==> config.mk <==
export PLATFORM = sky130hd
export DESIGN_NAME = spi_frame_decoder
export DESIGN_NICKNAME = d
export VERILOG_FILES = /design/src/rtl/spi_frame_decoder_pkg.sv /design/src/rtl/spi_bit_shifter.sv /design/src/rtl/spi_frame_decoder.sv
export SDC_FILE = /design/constraint.sdc
export NUM_CORES = 1
export LEC_CHECK = 0
export CORE_ASPECT_RATIO = 1.25
export CORE_MARGIN = 5
export CORE_UTILIZATION = 31
export DETAILED_ROUTE_END_ITERATION = 10
export SLEW_MARGIN = 25
export SYNTH_ARGS = -nofsm -noshare
export SYNTH_HDL_FRONTEND = slang
export SYNTH_HIERARCHICAL = 1
export SYNTH_SLANG_ARGS = --single-unit
==> constraint.sdc <==
create_clock -name trigger_clock -period 6.2 [get_ports trigger_clock]
set_input_delay 0.93 -clock trigger_clock [delete_from_list [all_inputs] [get_ports trigger_clock]]
set_output_delay 0.93 -clock trigger_clock [all_outputs]
set_load 0.01 [all_outputs]
==> src/rtl/spi_frame_decoder_pkg.sv <==
// -----------------------------------------------------------------------------
// spi_phy_defs
// Shared definitions for the slave SPI PHY front end.
//   SPI_OP_READ / SPI_OP_WRITE : opcode constants, used as parameter defaults
//   SPI_BIT_MOMENT_W           : width of bit counters / bit-moment values
//   spi_state_e                : frame decoder state encoding (3 bits)
// No ports (package).
// -----------------------------------------------------------------------------
package spi_phy_defs;

   localparam logic [7:0] SPI_OP_READ      = 8'h03;
   localparam logic [7:0] SPI_OP_WRITE     = 8'h02;
   localparam int         SPI_BIT_MOMENT_W = 24;

   typedef enum logic [2:0] {
      ST_CMD    = 3'd0,
      ST_ADDR   = 3'd1,
      ST_DUMMY  = 3'd2,
      ST_RD     = 3'd3,
      ST_WR     = 3'd4,
      ST_IGNORE = 3'd5
   } spi_state_e;

endpackage

==> src/rtl/spi_bit_shifter.sv <==
// -----------------------------------------------------------------------------
// spi_bit_shifter
// N-bit MSB-first serial-in shift register with asynchronous clear.
// Only the N-1 most recent bits are stored; word_o presents them together with
// the bit currently on din_i, so word_o is the complete N-bit word exactly on
// the edge that samples its last bit (no extra cycle of latency).
// Ports:
//   trigger_clock  in  sampling clock (rising edge)
//   trigger_rst_n  in  asynchronous clear, active-low
//   din_i          in  serial data, MSB first
//   word_o         out {last N-1 sampled bits, din_i}
// Requires N >= 2.
// -----------------------------------------------------------------------------
module spi_bit_shifter #(
   parameter int N = 8
) (
   input  logic         trigger_clock,
   input  logic         trigger_rst_n,
   input  logic         din_i,
   output logic [N-1:0] word_o
);

   logic [N-2:0] hist_q;

   assign word_o = {hist_q, din_i};

   always_ff @(posedge trigger_clock or negedge trigger_rst_n) begin
      if (!trigger_rst_n) begin
         hist_q <= '0;
      end else begin
         hist_q <= word_o[N-2:0];
      end
   end

endmodule

==> src/rtl/spi_frame_decoder.sv <==
// -----------------------------------------------------------------------------
// spi_frame_decoder
// SCK-domain command/address front end for the slave SPI PHY. Deserialises MOSI,
// decodes an 8-bit opcode and an ADDR_BITS address, then publishes write bytes,
// read requests and the bit index at which MISO data starts. All outputs are
// registered levels/toggles that only change on trigger_clock rising edges or
// reset, so system-clock logic can resynchronise them.
// Build option: define SPI_FRAME_ADDR_INC_EN to post-increment addr once per
// data byte (burst access); otherwise addr holds the captured address.
// Ports:
//   trigger_clock  in   sampling clock (edge opposite to TX drive edge)
//   trigger_rst_n  in   async active-low reset (~cs_n): every frame starts clean
//   mosi           in   serial data, MSB first
//   cmd            out  captured opcode
//   cmd_valid      out  cmd is valid
//   cmd_err        out  opcode is neither read nor write
//   addr           out  current data address
//   rd_req         out  read frame finished its address phase
//   rd_momment     out  bit index where MISO data starts
//   rd_toggle      out  flips at each read byte boundary
//   wr_data        out  last complete write byte
//   wr_toggle      out  flips once per complete write byte
//   bit_cnt        out  bits received this frame, saturating
// -----------------------------------------------------------------------------
module spi_frame_decoder
   import spi_phy_defs::*;
#(
   parameter int         ADDR_BITS  = 16,
   parameter int         DUMMY_BITS = 8,
   parameter logic [7:0] RD_OPCODE  = SPI_OP_READ,
   parameter logic [7:0] WR_OPCODE  = SPI_OP_WRITE
) (
   input  logic                        trigger_clock,
   input  logic                        trigger_rst_n,
   input  logic                        mosi,
   output logic [7:0]                  cmd,
   output logic                        cmd_valid,
   output logic                        cmd_err,
   output logic [ADDR_BITS-1:0]        addr,
   output logic                        rd_req,
   output logic [SPI_BIT_MOMENT_W-1:0] rd_momment,
   output logic                        rd_toggle,
   output logic [7:0]                  wr_data,
   output logic                        wr_toggle,
   output logic [SPI_BIT_MOMENT_W-1:0] bit_cnt
);

   localparam int W = SPI_BIT_MOMENT_W;

   // Compared against the bit count *before* the edge, so CMD_END matches the
   // 8th sampling edge.
   localparam logic [W-1:0] CMD_END   = W'(7);
   localparam logic [W-1:0] ADDR_END  = W'(7 + ADDR_BITS);
   localparam logic [W-1:0] DUMMY_END = W'(7 + ADDR_BITS + DUMMY_BITS);
   localparam logic [W-1:0] RD_MOMENT = W'(8 + ADDR_BITS + DUMMY_BITS);
   localparam logic [W-1:0] CNT_MAX   = '1;

`ifdef SPI_FRAME_ADDR_INC_EN
   localparam bit ADDR_INC = 1'b1;
`else
   localparam bit ADDR_INC = 1'b0;
`endif

   localparam logic [ADDR_BITS-1:0] ADDR_ONE = ADDR_BITS'(1);

   // ---------------------------------------------------------------- shifters
   logic [7:0]           byte_word;
   logic [ADDR_BITS-1:0] addr_word;

   spi_bit_shifter #(.N(8)) u_byte_shifter (
      .trigger_clock (trigger_clock),
      .trigger_rst_n (trigger_rst_n),
      .din_i         (mosi),
      .word_o        (byte_word)
   );

   spi_bit_shifter #(.N(ADDR_BITS)) u_addr_shifter (
      .trigger_clock (trigger_clock),
      .trigger_rst_n (trigger_rst_n),
      .din_i         (mosi),
      .word_o        (addr_word)
   );

   // ---------------------------------------------------------------- counters
   logic [W-1:0] bit_cnt_q, bit_cnt_d;
   logic [2:0]   bp_q,      bp_d;

   always_comb begin
      bit_cnt_d = (bit_cnt_q == CNT_MAX) ? bit_cnt_q : bit_cnt_q + W'(1);
      // The byte phase keeps running after bit_cnt saturates.
      bp_d      = bp_q + 3'd1;
   end

   always_ff @(posedge trigger_clock or negedge trigger_rst_n) begin
      if (!trigger_rst_n) begin
         bit_cnt_q <= '0;
         bp_q      <= '0;
      end else begin
         bit_cnt_q <= bit_cnt_d;
         bp_q      <= bp_d;
      end
   end

   // ---------------------------------------------------------------- FSM
   spi_state_e           state_q;
   logic [7:0]           cmd_q;
   logic                 cmd_valid_q;
   logic                 cmd_err_q;
   logic                 is_rd_q;
   logic [ADDR_BITS-1:0] addr_q;
   logic                 rd_req_q;
   logic [W-1:0]         rd_momment_q;
   logic                 rd_toggle_q;
   logic [7:0]           wr_data_q;
   logic                 wr_toggle_q;
   logic                 wr_seen_q;    // at least one write byte delivered

   wire byte_end = (bp_q == 3'd7);

   always_ff @(posedge trigger_clock or negedge trigger_rst_n) begin
      if (!trigger_rst_n) begin
         state_q      <= ST_CMD;
         cmd_q        <= '0;
         cmd_valid_q  <= 1'b0;
         cmd_err_q    <= 1'b0;
         is_rd_q      <= 1'b0;
         addr_q       <= '0;
         rd_req_q     <= 1'b0;
         rd_momment_q <= '0;
         rd_toggle_q  <= 1'b0;
         wr_data_q    <= '0;
         wr_toggle_q  <= 1'b0;
         wr_seen_q    <= 1'b0;
      end else begin
         case (state_q)
            ST_CMD: begin
               if (bit_cnt_q == CMD_END) begin
                  cmd_q       <= byte_word;
                  cmd_valid_q <= 1'b1;
                  is_rd_q     <= (byte_word == RD_OPCODE);
                  if (byte_word == RD_OPCODE || byte_word == WR_OPCODE) begin
                     state_q <= ST_ADDR;
                  end else begin
                     cmd_err_q <= 1'b1;
                     state_q   <= ST_IGNORE;
                  end
               end
            end

            ST_ADDR: begin
               if (bit_cnt_q == ADDR_END) begin
                  addr_q <= addr_word;
                  if (is_rd_q) begin
                     rd_req_q     <= 1'b1;
                     rd_momment_q <= RD_MOMENT;
                     state_q      <= (DUMMY_BITS == 0) ? ST_RD : ST_DUMMY;
                  end else begin
                     state_q <= ST_WR;
                  end
               end
            end

            ST_DUMMY: begin
               if (bit_cnt_q == DUMMY_END) begin
                  state_q <= ST_RD;
               end
            end

            ST_RD: begin
               if (byte_end) begin
                  rd_toggle_q <= ~rd_toggle_q;
                  if (ADDR_INC) begin
                     addr_q <= addr_q + ADDR_ONE;
                  end
               end
            end

            ST_WR: begin
               if (byte_end) begin
                  wr_data_q   <= byte_word;
                  wr_toggle_q <= ~wr_toggle_q;
                  wr_seen_q   <= 1'b1;
                  // Advance only from the second byte on, so addr names the
                  // byte currently presented on wr_data.
                  if (ADDR_INC && wr_seen_q) begin
                     addr_q <= addr_q + ADDR_ONE;
                  end
               end
            end

            ST_IGNORE: begin
               state_q <= ST_IGNORE;
            end

            default: begin
               state_q <= ST_IGNORE;
            end
         endcase
      end
   end

   // ---------------------------------------------------------------- outputs
   assign cmd        = cmd_q;
   assign cmd_valid  = cmd_valid_q;
   assign cmd_err    = cmd_err_q;
   assign addr       = addr_q;
   assign rd_req     = rd_req_q;
   assign rd_momment = rd_momment_q;
   assign rd_toggle  = rd_toggle_q;
   assign wr_data    = wr_data_q;
   assign wr_toggle  = wr_toggle_q;
   assign bit_cnt    = bit_cnt_q;

endmodule

* Word-level counts from Yosys, hierarchy flattened
Index checks and enable logic that the tools add are counted.
** Storage, ports and cells
- Bits in registers :: 90
- Output and inout bits :: 85
- Word-level logic and storage cells :: 50
** Cells by class
- Add/subtract/negate cells :: 2
- Equality and inequality tests :: 14
- Mux-type cells :: 6
- Bitwise operators :: 4
- Reduce and logical (&&, ||, !) cells :: 10
** Operators by type and width (number)
- $eq 24x5->1 const B :: 2
- $add 24x1->24 const B :: 1
- $eq 24x24->1 const B :: 1
- $eq 24x3->1 const B :: 1
- $eq 8x2->1 const B :: 2
- $mux 3 :: 5
- $pmux 3 s4 :: 1
- $reduce_and 2->1 :: 4
- $eq 3x2->1 const B :: 2
- $eq 3x3->1 const B :: 2
- $ne 2x2->1 const B :: 3
- $reduce_and 3->1 :: 2
- $not 1->1 :: 4
- $reduce_and 4->1 :: 1
- $add 3x1->3 const B :: 1
- $eq 3x1->1 const B :: 1
- $logic_not 3->1 :: 1
- $reduce_or 2->1 :: 1
- $logic_or 1x1->1 :: 1

* Logic depth before layout (Yosys ltp)
- Depth in word-level cells :: 5
- Depth in mapped cells :: 7

* By module
The synthesis kept the hierarchy.
** Modules (own cells, without submodules)
- spi_frame_decoder :: instances 1, cells each 256, area an instance 3124.2 um2, sequential area each 1701.6 um2
- spi_bit_shifter (u_addr_shifter) :: instances 1, cells each 16, area an instance 382.9 um2, sequential area each 375.4 um2
- spi_bit_shifter (u_byte_shifter) :: instances 1, cells each 8, area an instance 182.7 um2, sequential area each 175.2 um2

* Least setup slack after synthesis
Ideal clock, no wire load.
- Kind :: reg2reg
- From :: register bit_cnt_q[0], in the netlist bit_cnt[0]
- To :: register addr_q[0], in the netlist addr[0]
- Library setup time :: 125 ps
- Arrival :: 2040 ps
- Path slack :: 4035 ps
- Stages on the path, launching flop included :: 7
- Path buffers :: 1
- Period minus slack after synthesis :: 2165 ps
- Path through :: dfrtp_1 -> ha_1 -> and2_1 -> nand4_1 -> nor4_4 -> buf_6 -> mux2_2
** Between the ends
- Cells in the longest elaborated chain, start to end :: 2
** Ends and longest elaborated chain
- start: declaration :: line spi_frame_decoder.sv:85 : logic [W-1:0] bit_cnt_q, bit_cnt_d;
- start signal: assignment :: line spi_frame_decoder.sv:99 : bit_cnt_q <= bit_cnt_d;
- $eq 24x5->1 :: line spi_frame_decoder.sv:151 : if (bit_cnt_q == ADDR_END) begin
- $reduce_and 2->1 (no source line)
- end signal: assignment :: line spi_frame_decoder.sv:152 : addr_q <= addr_word;
- end signal: assignment :: line spi_frame_decoder.sv:173 : addr_q <= addr_q + ADDR_ONE;
- end signal: assignment :: line spi_frame_decoder.sv:186 : addr_q <= addr_q + ADDR_ONE;
- end: declaration :: line spi_frame_decoder.sv:110 : logic [ADDR_BITS-1:0] addr_q;
No other way between the ends.
A chain may end at the register's enable or synchronous reset.

* Final worst setup path
- From :: register bit_cnt_q[4], in the netlist bit_cnt[4]
- To :: output bit_cnt[4]
** RTL lines
- end: declaration :: line spi_frame_decoder.sv:45 : output logic [SPI_BIT_MOMENT_W-1:0] bit_cnt
No word-level cell between the ends.

==> flow_summary.yaml <==
sta:
  tightestPinTransition_ns: 0.849
  timing.setup.tns_ns: 0
  clock_skew_ns: 0.00800
  headroom_to_the_max_slew_limit_pct: 43.1
  post-route-period-util_pct: 38.5
  timing.final.max_slew_violations: 0
  final-setup-viol-count: 0
  finalWorstPathRequiredPeriod_ns: 2.38
  rsz_0062_raised_after_global_routing: "no"
  finalHoldViolCount: 0
  max_clock_freq_ghz: 0.419
placed_design:
  buffer_ports.inserted: 64
  gp_congestion: 0.821
  detailed_place_hpwl_mm: 5.13
pwr:
  total_power_mw: 1.20
  powerDensity_nw_per_um2: 254
  irDropWorstVdd_mv: 0.124
  static-leakage-power_nw: 2.08
setup_path:
  reg2reg_depth: 4
  critPathKind: "register to output port"
  worst_ep_required_time_ns: 5.27
  cp_cell_sequence: "clkdlybuf4s50_1"
  worst_ep_arrival_time_ns: 1.45
  cp.depth: 1
  worst-path-buf-inv: 1
  cpMaxStageDelayCell: "sky130_fd_sc_hd__clkdlybuf4s50_1"
  launching_element_type_of_the_critical_path: "register"
  worstSetupEndpointType: "output port"
  path_max_fanout: 9
  critical_path.top_delay_family: "buffers and inverters"
  critical-path-max-stage-delay_ns: 0.60
synthesis:
  yosys_most_used_dff: "sky130_fd_sc_hd__dfrtp_1"
  syn_area_um2: 3690
  synthArstFlopShare_pct: 100
  syn-instance-count: 280
  seq_area_frac_synth_pct: 61.0
  yosysWarnings: 6
  synth_enable_flop_cells: 0
  synth.lib_cells_used.distinct: 42
  synth.ff_latch_count: 90
  synthesis.area_per_instance_um2: 13.2
finish:
  multi_input_area_um2: 1270
  ff_latch_area_um2: 2250
  most_frequent_cells_in_the_layout: "sky130_fd_sc_hd__dfrtp_1 (90), sky130_fd_sc_hd__clkdlybuf4s50_1 (63), sky130_fd_sc_hd__mux2_2 (32)"
  most_common_cell_after_layout_fill_and_taps_aside: "sky130_fd_sc_hd__dfrtp_1"
  num_antenna_cells: 0
  fraction_of_final_layout_cells_with_drive_strength_greater_than_1_pct: 17.3
  fin_nets: 354
  fillerInstances: 1135
  post_synthesis_to_final_layout_area_growth_pct: 27.6
detailed_routing:
  route.final.wire_length_mm: 7.26
  drc_errors: 0
  viasPerCell: 4.39
  wire_length_per_cell_after_detailed_routing_um: 14.1
  drtAntennaViolNets: 0
  total_vias_in_the_final_route: 2258
  detail_route.first_pass.iterations: 4
  dr.first_iter.drc_count: 50
clock_tree:
  cts_resized: 0
  cts_setup_buffers: 0
  cts.sinks: 90
  cts_hold_buf: 0
  htree_num_levels: 3
  cts-buffers-inserted: 9
  cts.clk_slew.worst_paths_ns: 0.07
  worst_skew_late_latency_ns: 0.34
  clock_tree.root_cell: "sky130_fd_sc_hd__clkbuf_16"
  cts_tree: "built"
  cts-root-to-sink-buffers: 2
run_status:
  run_status: "complete, no violations"
floorplan:
  placeableCoreArea_um2: 11700
  dieWidth_um: 108
  chipHeight_um: 132
  dieArea_um2: 14200
  rows: 44
  floorplan.io_pins: 88
  start_util_pct: 31.6
grt:
  antenna_violations_before_repair: 0
  globalRoute.totalOverflow: 0
  grt_max_degree: 58
  groute.usage.overall_pct: 11.0
  wire_length_of_the_first_global_routing_pass_mm: 12.4
  grt_pass1_vias: 2407
flow_run:
  max_cap_viol_count: 0
worst_hold_path:
  holdCritPathClass: "register to register"
  worst_hold_path.num_cells: 0
## area by class of cell
cell class	count	area share (%)
Clock buffer	9	4.78
Tap cell	161	4.28
Clock inverter	7	1.81
Inverter	6	0.478
Timing Repair Buffer	66	13.9
Multi-Input combinational cell	175	26.9
Sequential cell	90	47.8
## synth_stat cells (all sizes together), types with 3 or more instances
cell	number	area, um^2
ha	3	37.5
inv	6	22.5
xnor2	13	114
and3	4	25.0
nor3	4	25.0
nor4	9	101
dfrtp	90	2250
a21oi	4	20.0
and4	3	27.5
buf	29	221
nand3	5	25.0
nand4	10	62.6
mux2	33	375
nor2	16	60.1
a31oi	5	31.3
nand2	15	56.3
xor2	9	78.8
## final timing paths
| kind | end | slack (ns) | startpoint |
|---|---|---|---|
| setup / recovery | bit_cnt[4] | 3.82 | bit_cnt[4] |
| hold / removal | u_addr_shifter/hist_q[6] | 0.37 | u_addr_shifter/hist_q[5] |
| setup reg to reg | cmd[7] | 3.98 | bit_cnt[13] |
| hold reg to reg | u_addr_shifter/hist_q[6] | 0.37 | u_addr_shifter/hist_q[5] |
| max in group asynchronous | wr_data[7] | 4.59 | trigger_rst_n |
| min in group asynchronous | bit_cnt[7] | 0.53 | trigger_rst_n |
## cells by family after synthesis
| family | after synthesis | share of synthesized area [%] |
|---|---|---|
| compound gates | 17 | 3.09 |
| xor+xnor | 22 | 5.22 |
| fa+ha+maj | 3 | 1.02 |
| buf+inv | 37 | 6.85 |
| flops | 90 | 61.0 |
| mux | 33 | 10.2 |
| other cells | 1 | 0.102 |
| simple gates | 77 | 12.5 |
## routing by layer
| metal | wire [um] | GRT usage (%) | up-vias | share of wire (%) |
|---|---|---|---|---|
| met5 | 0 | 0 | - | 0 |
| met4 | 90 | 3.44 | 0 | 1.2 |
| met3 | 586 | 4.36 | 8 | 8.1 |
| met2 | 3450 | 17.0 | 65 | 48 |
| met1 | 3130 | 14.0 | 1121 | 43 |
| li1 | - | - | 1064 | - |
## sequential cells by signal, indices dropped and copies added, names as in the netlist
name and flops:
wr_toggle 1, wr_data 8, cmd_err 1, cmd_valid 1, bit_cnt 24, cmd 8, bp_q 3, state_q 3
u_addr_shifter/hist_q 15, addr 16, u_byte_shifter/hist_q 7, is_rd_q 1, rd_toggle 1, rd_req 1
## stage by stage
step	area [um^2]	utilization [%]	hold slack [ns]	instances	setup WS [ns]
floorplan	3770	-	0.349	302	4.04
global placement	4400	37.7	0.351	498	3.99
detailed placement	4400	37.7	0.357	498	3.97
CTS	4710	40.3	0.373	514	3.79
global route	4710	40.3	0.377	514	3.76
finish	4710	40.3	0.370	514	3.82
## where the power goes
group          internal [mW]  total [mW]  leakage (nW)  switching [mW]
registers              0.598       0.604          1.15         0.00641
clock network          0.319       0.559         0.150           0.240
logic                 0.0103      0.0329         0.784          0.0226
Note: power is estimated with default switching activity, not from simulation.
